File: src/rtl/mlsu_pkg.sv
// Shared types and default constants for the matrix load/store unit control path.
package mlsu_pkg;

  // Default dispatcher geometry: unit 0 = load, unit 1 = store.
  localparam int unsigned MlsuDispNrUnits   = 2;
  localparam int unsigned MlsuDispDepth     = 4;
  localparam int unsigned MlsuDispDataWidth = 128;
  localparam int unsigned MlsuDispMaxIssued = 8;

  // Index of a downstream execution unit.
  typedef logic [$clog2(MlsuDispNrUnits)-1:0] mlsu_unit_id_t;

  // Per-unit queue occupancy (0..Depth inclusive).
  typedef logic [$clog2(MlsuDispDepth+1)-1:0] mlsu_occ_t;

endpackage

File: src/rtl/mlsu_dispatch_fifo.sv
// Single-clock descriptor queue for one execution unit. No pass-through:
// a push into a full queue is dropped even if the same cycle pops.
module mlsu_dispatch_fifo #(
  parameter int unsigned Depth     = 4,
  parameter int unsigned DataWidth = 128,
  localparam int unsigned PtrW     = $clog2(Depth),
  localparam int unsigned CntW     = $clog2(Depth + 1)
) (
  input  logic                 clk_i,
  input  logic                 rst_i,
  input  logic                 push_i,
  input  logic [DataWidth-1:0] data_i,
  input  logic                 pop_i,
  input  logic                 flush_i,
  output logic [DataWidth-1:0] data_o,
  output logic                 full_o,
  output logic                 empty_o,
  output logic [CntW-1:0]      count_o
);

  logic [DataWidth-1:0] r_mem [Depth];
  logic [PtrW-1:0]      r_wptr;
  logic [PtrW-1:0]      r_rptr;
  logic [CntW-1:0]      r_count;

  logic w_push;
  logic w_pop;

  assign full_o  = (r_count == CntW'(Depth));
  assign empty_o = (r_count == '0);
  assign w_push  = push_i & ~full_o & ~flush_i;
  assign w_pop   = pop_i & ~empty_o;
  assign data_o  = r_mem[r_rptr];
  assign count_o = r_count;

  // Pointer and occupancy bookkeeping; flush discards every stored entry.
  always_ff @(posedge clk_i) begin
    // NOTE: sequential state uses non-blocking assignments so every register
    // samples pre-edge values, independent of statement order.
    if (rst_i) begin
      r_wptr  <= '0;
      r_rptr  <= '0;
      r_count <= '0;
    end else if (flush_i) begin
      r_wptr  <= '0;
      r_rptr  <= '0;
      r_count <= '0;
    end else begin
      if (w_push) r_wptr <= r_wptr + PtrW'(1);
      if (w_pop)  r_rptr <= r_rptr + PtrW'(1);
      case ({w_push, w_pop})
        2'b10:   r_count <= r_count + CntW'(1);
        2'b01:   r_count <= r_count - CntW'(1);
        default: r_count <= r_count;
      endcase
    end
  end

  // Payload storage; write only, so it maps onto plain RAM/flops.
  always_ff @(posedge clk_i) begin
    // NOTE: the storage array has no reset; validity is tracked solely by
    // r_count, so stale words are never observed as valid data.
    if (w_push) r_mem[r_wptr] <= data_i;
  end

endmodule

File: src/rtl/mlsu_ctrl_dispatch.sv
// Control-descriptor dispatcher: routes descriptors from the matrix control
// machine into per-unit queues, limits outstanding descriptors per unit,
// enforces barrier ordering and supports flushing of queued work.
module mlsu_ctrl_dispatch
  import mlsu_pkg::*;
#(
  parameter int unsigned NrUnits   = MlsuDispNrUnits,
  parameter int unsigned Depth     = MlsuDispDepth,
  parameter int unsigned DataWidth = MlsuDispDataWidth,
  parameter int unsigned MaxIssued = MlsuDispMaxIssued,
  localparam int unsigned UnitW    = $clog2(NrUnits),
  localparam int unsigned OccW     = $clog2(Depth + 1)
) (
  input  logic                              clk_i,
  input  logic                              rst_i,
  input  logic                              in_valid_i,
  output logic                              in_ready_o,
  input  logic [DataWidth-1:0]              in_data_i,
  input  logic [UnitW-1:0]                  in_unit_i,
  input  logic                              in_barrier_i,
  output logic                              update_o,
  output logic [NrUnits-1:0]                out_valid_o,
  input  logic [NrUnits-1:0]                out_ready_i,
  output logic [NrUnits-1:0][DataWidth-1:0] out_data_o,
  input  logic [NrUnits-1:0]                done_i,
  input  logic                              flush_i,
  output logic [NrUnits-1:0][OccW-1:0]      occ_o,
  output logic                              idle_o,
  output logic                              err_o
);

  localparam int unsigned IssW = $clog2(MaxIssued + 1);

  logic [IssW-1:0]    r_issued [NrUnits];
  logic               r_err;

  logic [NrUnits-1:0] w_full;
  logic [NrUnits-1:0] w_empty;
  logic [NrUnits-1:0] w_push;
  logic [NrUnits-1:0] w_pop;
  logic [NrUnits-1:0] w_unit_idle;
  logic [NrUnits-1:0] w_err_evt;
  logic               w_target_ok;
  logic               w_target_full;
  logic               w_others_idle;

  // Decode the target unit: does it exist, is it full, and are all other units idle.
  always_comb begin
    // NOTE: every combinational output gets a default first, so no path
    // through the loop can leave it unassigned and infer a latch.
    w_target_ok   = 1'b0;
    w_target_full = 1'b0;
    w_others_idle = 1'b1;
    for (int u = 0; u < NrUnits; u++) begin
      if (in_unit_i == UnitW'(u)) begin
        w_target_ok   = 1'b1;
        w_target_full = w_full[u];
      end else if (!w_unit_idle[u]) begin
        w_others_idle = 1'b0;
      end
    end
  end

  // Ready never looks at in_valid_i; a barrier only waits on the other units.
  assign in_ready_o = ~flush_i & w_target_ok & ~w_target_full &
                      (~in_barrier_i | w_others_idle);
  assign update_o   = in_valid_i & in_ready_o;
  assign idle_o     = &w_unit_idle;
  assign err_o      = r_err;

  for (genvar g = 0; g < NrUnits; g++) begin : g_unit
    assign w_push[g]      = update_o & (in_unit_i == UnitW'(g));
    assign out_valid_o[g] = ~w_empty[g] & (r_issued[g] < IssW'(MaxIssued));
    assign w_pop[g]       = out_valid_o[g] & out_ready_i[g];
    assign w_unit_idle[g] = w_empty[g] & (r_issued[g] == '0);
    assign w_err_evt[g]   = done_i[g] & ~w_pop[g] & (r_issued[g] == '0);

    mlsu_dispatch_fifo #(
      .Depth     (Depth),
      .DataWidth (DataWidth)
    ) u_fifo (
      .clk_i   (clk_i),
      .rst_i   (rst_i),
      .push_i  (w_push[g]),
      .data_i  (in_data_i),
      .pop_i   (w_pop[g]),
      .flush_i (flush_i),
      .data_o  (out_data_o[g]),
      .full_o  (w_full[g]),
      .empty_o (w_empty[g]),
      .count_o (occ_o[g])
    );
  end

  // Track descriptors handed to each unit but not yet reported done.
  always_ff @(posedge clk_i) begin
    if (rst_i) begin
      for (int u = 0; u < NrUnits; u++) r_issued[u] <= '0;
    end else begin
      for (int u = 0; u < NrUnits; u++) begin
        case ({w_pop[u], done_i[u]})
          2'b10:   r_issued[u] <= r_issued[u] + IssW'(1);
          2'b01:   if (r_issued[u] != '0) r_issued[u] <= r_issued[u] - IssW'(1);
          default: r_issued[u] <= r_issued[u];
        endcase
      end
    end
  end

  // Sticky flag for a completion pulse that matches no outstanding descriptor.
  always_ff @(posedge clk_i) begin
    if (rst_i)           r_err <= 1'b0;
    else if (|w_err_evt) r_err <= 1'b1;
  end

endmodule
File: config.mk
export PLATFORM = sky130hd
export DESIGN_NAME = mlsu_ctrl_dispatch
export DESIGN_NICKNAME = d
export VERILOG_FILES = /design/src/rtl/mlsu_pkg.sv /design/src/rtl/mlsu_dispatch_fifo.sv /design/src/rtl/mlsu_ctrl_dispatch.sv
export SDC_FILE = /design/constraint.sdc
export NUM_CORES = 1
export LEC_CHECK = 0
export BUFFER_PORTS_ARGS = -buffer_cell sky130_fd_sc_hd__buf_2
export CAP_MARGIN = 20
export CORE_ASPECT_RATIO = 0.8
export CORE_UTILIZATION = 55
export DETAILED_ROUTE_END_ITERATION = 16
export PLACE_DENSITY = 0.82
export SLEW_MARGIN = 20
export SYNTH_ARGS = -nofsm -noshare
export SYNTH_HDL_FRONTEND = slang
export SYNTH_SLANG_ARGS = --single-unit
File: constraint.sdc
create_clock -name clk_i -period 8.8 [get_ports clk_i]
set_input_delay 2.2 -clock clk_i [delete_from_list [all_inputs] [get_ports clk_i]]
set_output_delay 2.2 -clock clk_i [all_outputs]
set_load 0.005 [all_outputs]
# After elaboration in Yosys (flattened, before gate mapping)
# Memories as Yosys holds them, arrays and structs flattened. A register that Yosys moved wholly into a read port is not among the register bits.
# Index checks and enable logic that the tools add are counted.
[op_classes]
n_lt_le_gt_ge = 2
mul = 0
add_sub_neg = 12
muxes = 43
div_mod_pow = 0
bitwise = 38
shift = 0
n_reduce_logical = 13
n_eq_ne = 10
[op_table]
columns = ["operator", "n"]
rows = [
  ["2-to-1 mux 1 bit", 31],
  ["2-to-1 mux 4 bit", 6],
  ["bitwise AND 1 bit", 21],
  ["case mux 3 bit (2 select lines)", 2],
  ["inverter 1 bit", 10],
  ["adder 2 x 1 -> 2 bit (second input constant)", 4],
  ["adder 4 x 1 -> 4 bit (second input constant)", 2],
  ["== test 2 x 1 -> 1 bit (second input constant)", 4],
  ["== test 2 bit (second input constant)", 4],
  ["logical NOT 4 bit", 2],
  ["less-than comparator 4 bit (second input constant)", 2],
  ["2-to-1 mux 2 bit", 4],
  ["nonzero test 4 bit", 2],
  ["OR reduction 2 bit", 4],
  ["subtractor 4 x 1 -> 4 bit (second input constant)", 2],
  ["bitwise OR 1 bit", 7],
  ["adder 3 x 1 -> 3 bit (second input constant)", 2],
  ["== test 3 bit (second input constant)", 2],
  ["logical NOT 3 bit", 2],
  ["subtractor 3 x 1 -> 3 bit (second input constant)", 2],
  ["nonzero test 2 bit", 2],
  ["AND reduction 2 bit", 1],
]
[word_totals]
romBits = 0
mem_count = 3
register_bits = 15
output_inout_bits = 268
latch_bits = 0
wordCells = 128
in_bits = 138
ram_bits = 1032
[memory_table]
columns = ["memory", "words", "word_bits", "read_ports", "rd_clocked_by_memory_dff", "write_ports", "line", "text"]
rows = [
  ["g_unit[0].u_fifo.r_mem", 4, 128, 1, 1, 1, "mlsu_dispatch_fifo.sv:21", "logic [DataWidth-1:0] r_mem [Depth];"],
  ["g_unit[1].u_fifo.r_mem", 4, 128, 1, 1, 1, "mlsu_dispatch_fifo.sv:21", ""],
  ["r_issued", 2, 4, 2, 0, 2, "mlsu_ctrl_dispatch.sv:34", "logic [IssW-1:0] r_issued [NrUnits];"],
]

# Depth between registers and ports, before layout
# An unclocked memory read counts as a cell.
[depth]
word_depth = 15
mapped_depth = 12
depth_no_buf = 12

# Cells and area by module
# From an unflattened synthesis, not the netlist that was laid out.
[unflattened]
cells_unflattened = 1536
area_unflattened_um2 = 38963.6
[by_module_without_submodules]
columns = ["mod", "seq_area_each_um2", "n_inst", "cells_each", "area_each_um2"]
rows = [
  ["mlsu_dispatch_fifo", 15554.9, 2, 724, 19050.8],
  ["mlsu_ctrl_dispatch", 260.2, 1, 88, 862.1],
]

# Worst setup path before layout
# No wires, ideal clock.
[synth_timing]
path_type = "input to register"
startpoint = "input flush_i"
endpoint = "memory g_unit[0].u_fifo.r_mem[0][0] (enable)"
arrival_ps = 5900
slack_ps = 2397
cell_stages = 3
setup_time_ps = 502
cell_sequence = "a311o_2 a211oi_4 and2_1"
[synth_between]
elab_chain_cells = 9
[synth_lines]
columns = ["item", "line", "text"]
rows = [
  ["from (decl)", "mlsu_ctrl_dispatch.sv:26", "input logic flush_i,"],
  ["inverter 1 bit *", "mlsu_dispatch_fifo.sv:31, mlsu_ctrl_dispatch.sv:65", ""],
  ["bitwise AND 1 bit (2 in series)", "mlsu_ctrl_dispatch.sv:65", "assign in_ready_o = ~flush_i & w_target_ok & ~w_target_full &"],
  ["bitwise AND 1 bit", "mlsu_ctrl_dispatch.sv:67", "assign update_o = in_valid_i & in_ready_o;"],
  ["bitwise AND 1 bit", "mlsu_ctrl_dispatch.sv:72", "assign w_push[g] = update_o & (in_unit_i == UnitW'(g));"],
  ["bitwise AND 1 bit", "mlsu_dispatch_fifo.sv:31", "assign w_push = push_i & ~full_o & ~flush_i;"],
  ["bitwise AND 1 bit *", "mlsu_dispatch_fifo.sv:31", ""],
  ["2-to-1 mux 1 bit *", "mlsu_dispatch_fifo.sv:63", "if (w_push) r_mem[r_wptr] <= data_i;"],
  ["2-to-1 mux 1 bit (not written as such) *", "mlsu_dispatch_fifo.sv:63", ""],
  ["to (decl)", "mlsu_dispatch_fifo.sv:21", ""],
]
# Every way passes the cells marked *; elsewhere a longest branch is shown, timed or not.

==> flow_summary.yaml <==
status:
  status: "finished clean"
sta:
  layout_worst_path_cycle_share_pct: 63.0
  tightest_slew_ns: 1.10
  setup_viol: 0
  rsz_0062_raised_after_global_routing: "false"
  timing_max_transition_violations_final: 0
  finalHoldViolations: 0
  finClkSkew_ns: 0.0222
  min_period_ns: 5.54
  totalNegativeSetupSlack_ns: 0
  slew-limit-headroom_pct: 26.7
  timing.fmax_ghz: 0.180
detailed_routing:
  drcViolationCount: 0
  vias_per_cell: 5.98
  maxUsedRoutingLayer: "met5"
  number_of_vias_in_the_routed_layout: 17900
  firstDrtPassIters: 5
  ant_nets: 0
  wl_mm: 82.2
  met3RoutedLength_mm: 7.90
  drt-wirelength-per-cell_um: 27.4
  detailroute.wirelength.met2_mm: 42.2
  detailedRoute.firstIterationViolations: 1693
  met1_length_mm: 29.9
cells_and_area:
  post_layout_net_count: 2148
  final_area_sq_mm: 0.0449
  fraction_of_layout_instances_using_a_drive_strength_above_1_pct: 41.4
  final_core_util_pct: 64.9
  fillCellCount: 4382
  synthToLayoutAreaGrowth_pct: 16.4
  layout.cells.most_common: "sky130_fd_sc_hd__edfxtp_1"
  most_frequent_cells_in_the_layout: "sky130_fd_sc_hd__edfxtp_1 (1032), sky130_fd_sc_hd__buf_2 (405), sky130_fd_sc_hd__mux4_2 (256), sky130_fd_sc_hd__clkbuf_16 (98), sky130_fd_sc_hd__inv_1 (27)"
power_and_ir_drop:
  power_density_mw_per_mm2: 222
  pwr_total_uw: 9960
  max-vdd-ir-drop_mv: 0.191
  cellLeakagePower_uw: 0.0145
hold_path:
  hold_depth: 2
  hold_path.startpoint: "err_o$_SDFFE_PP0P_"
  hold_path_end: "err_o$_SDFFE_PP0P_"
  timing.hold.worst.class: "flop to flop"
clock_tree:
  cts_hold_buffers: 0
  cts_buffers: 97
  clock_tree.htree_level_count: 3
  clock-root-buffer: "sky130_fd_sc_hd__clkbuf_16"
  tritoncts: "yes"
  cts_setup_buffers: 0
  clk_latency_worst_skew_pair_ns: 0.65
  tritoncts_num_sinks: 1051
  cts.path.max_buffers: 3
  cts-resized-gates: 0
  clk_pin_slew_ns: 0.06
worst_setup_path:
  r2r.worst_path.cells: 7
  critPathMaxFanout: 66
  reg2reg_to: "g_unit[1].u_fifo.r_mem[2][120]$_DFFE_PP_"
  worst-endpoint-required_ns: 6.60
  timing.critical_path.arrival_ns: 3.34
  setup.reg_to_reg.worst_slack_ns: 4.84
  timing.critical_path.from_type: "flop"
  r2r-start: "r_issued[1][0]$_DFFE_PP_"
  endpoint_kind: "output pin"
  path_class: "flop to output pin"
yosys:
  summed_instance_area_of_the_synthesized_netlist_sq_mm: 0.0385
  ys_async_sr_fraction_pct: 0
  synth_flop_cell: "sky130_fd_sc_hd__edfxtp_1"
  yosysWarnings: 0
  syn-num-nets: 1680
  synth_cell_types: 46
  synth_edf_count: 1032
  ys_seq_area_share_pct: 81.4
  synthCells: 1521
  avgSynthCellArea_sq_um: 25.3
  postSynthRegisterBits: 1051
placed_design:
  post_dp_cell_area_sq_mm: 0.0417
  port_buffers: 405
  place.gp.congestion: 0.829
  place.detailed.hpwl_mm: 47.2
global_routing:
  grt_antenna_before_repair: 14
  grt_pass1_vias: 18300
  overflow: 0
  wire_length_of_the_first_global_routing_pass_mm: 120
  pin_count_of_the_biggest_net_entering_global_routing: 129
  grt_util_all_layers_pct: 23.2
floorplan:
  die_w_um: 298
  top_level_ports: 406
  chipHeight_um: 239
  floorplan.die_area_sq_mm: 0.0711
  start_util_pct: 55.8
  core-area_sq_mm: 0.0691
  rows: 86
job:
  cap_violations: 0
[routing by layer]
metal | GRT usage (%) | vias up
met3 | 6.24 | 152
met2 | 38.9 | 837
met1 | 30.1 | 9471
met5 | 0 | -
li1 | - | 7451
met4 | 6.62 | 20
[final cells by class]
class	count	area, sq um	area share (%)
clock buffer	118	2530	5.64
sequential	1051	31400	70.0
multi-input combinational	385	6830	15.2
tap	924	1160	2.58
timing repair buffer	427	2230	4.97
inverter	27	101	0.226
clock inverter	62	606	1.35
antenna	5	12.5	0.0279
[synthesized netlist by cell type (all sizes together) (3+ instances only)]
master / count / area (sq um)
a21oi: 10 / 53.8
edfxtp: 1032 / 31000
nor3: 3 / 26.3
nor3b: 3 / 22.5
nand3: 3 / 15.0
o21ai: 3 / 15.0
mux4: 256 / 5770
buf: 28 / 138
dfxtp: 19 / 380
inv: 27 / 101
mux2i: 4 / 40.0
or2: 3 / 18.8
ha: 18 / 225
fa: 3 / 60.1
nand2: 10 / 37.5
xor2: 5 / 43.8
clkbuf: 30 / 113
nor2: 23 / 86.3
and2: 9 / 56.3
xnor2: 6 / 52.6
[worst max-delay path, cell delays in order, from the launching register on]
cell and delay, ns:
sky130_fd_sc_hd__dfxtp_4 1.00, sky130_fd_sc_hd__buf_4 0.90, sky130_fd_sc_hd__mux4_2 0.50, sky130_fd_sc_hd__buf_2 0.16
[flip-flops by register name (all words and copies together) (netlist names), named ones only]
signal / flops
g_unit.u_fifo.r_mem: 1024
err_o: 1
g_unit.u_fifo.count_o: 6
g_unit.u_fifo.r_wptr: 4
r_issued: 8
g_unit.u_fifo.r_rptr: 4
[cell families (layout without fill, tap and decap cells)]
logic type | count (synthesis) | after routing | share of synthesized area (%)
fa+ha+maj | 21 | 21 | 0.740
xor+xnor | 11 | 11 | 0.250
compound gates | 29 | 29 | 0.675
flops | 1051 | 1051 | 81.4
other cells | 0 | 5 | 0
mux | 261 | 261 | 15.1
buf+inv | 85 | 634 | 0.912
simple gates | 63 | 63 | 0.922
[per-stage QoR]
| step | cells | setup slack (ns) | hold slack [ns] |
|---|---|---|---|
| finish | 2999 | 3.26 | 0.500 |
| global route | 2996 | 3.05 | 0.524 |
| CTS | 2994 | 3.18 | 0.504 |
| detailed placement | 2814 | 3.42 | 0.489 |
| global placement | 2814 | 3.37 | 0.463 |
| floorplan | 1521 | 2.40 | 0.468 |
[where the power goes]
part           leakage, uW  switching, uW  internal (uW)
clock              0.00153           1780           2350
sequential         0.00947           24.4           5540
combinational      0.00349            163            100
[worst max-delay path by stage]
stage / end
3_5_place_dp: update_o
4_1_cts: out_data_o[90]
5_1_grt: out_data_o[90]
3_3_place_gp: update_o
2_1_floorplan: g_unit[0].u_fifo.r_mem[0][0]$_DFFE_PP_
6_report: out_data_o[90]
No activity file was read; power rests on OpenSTA's default activity.
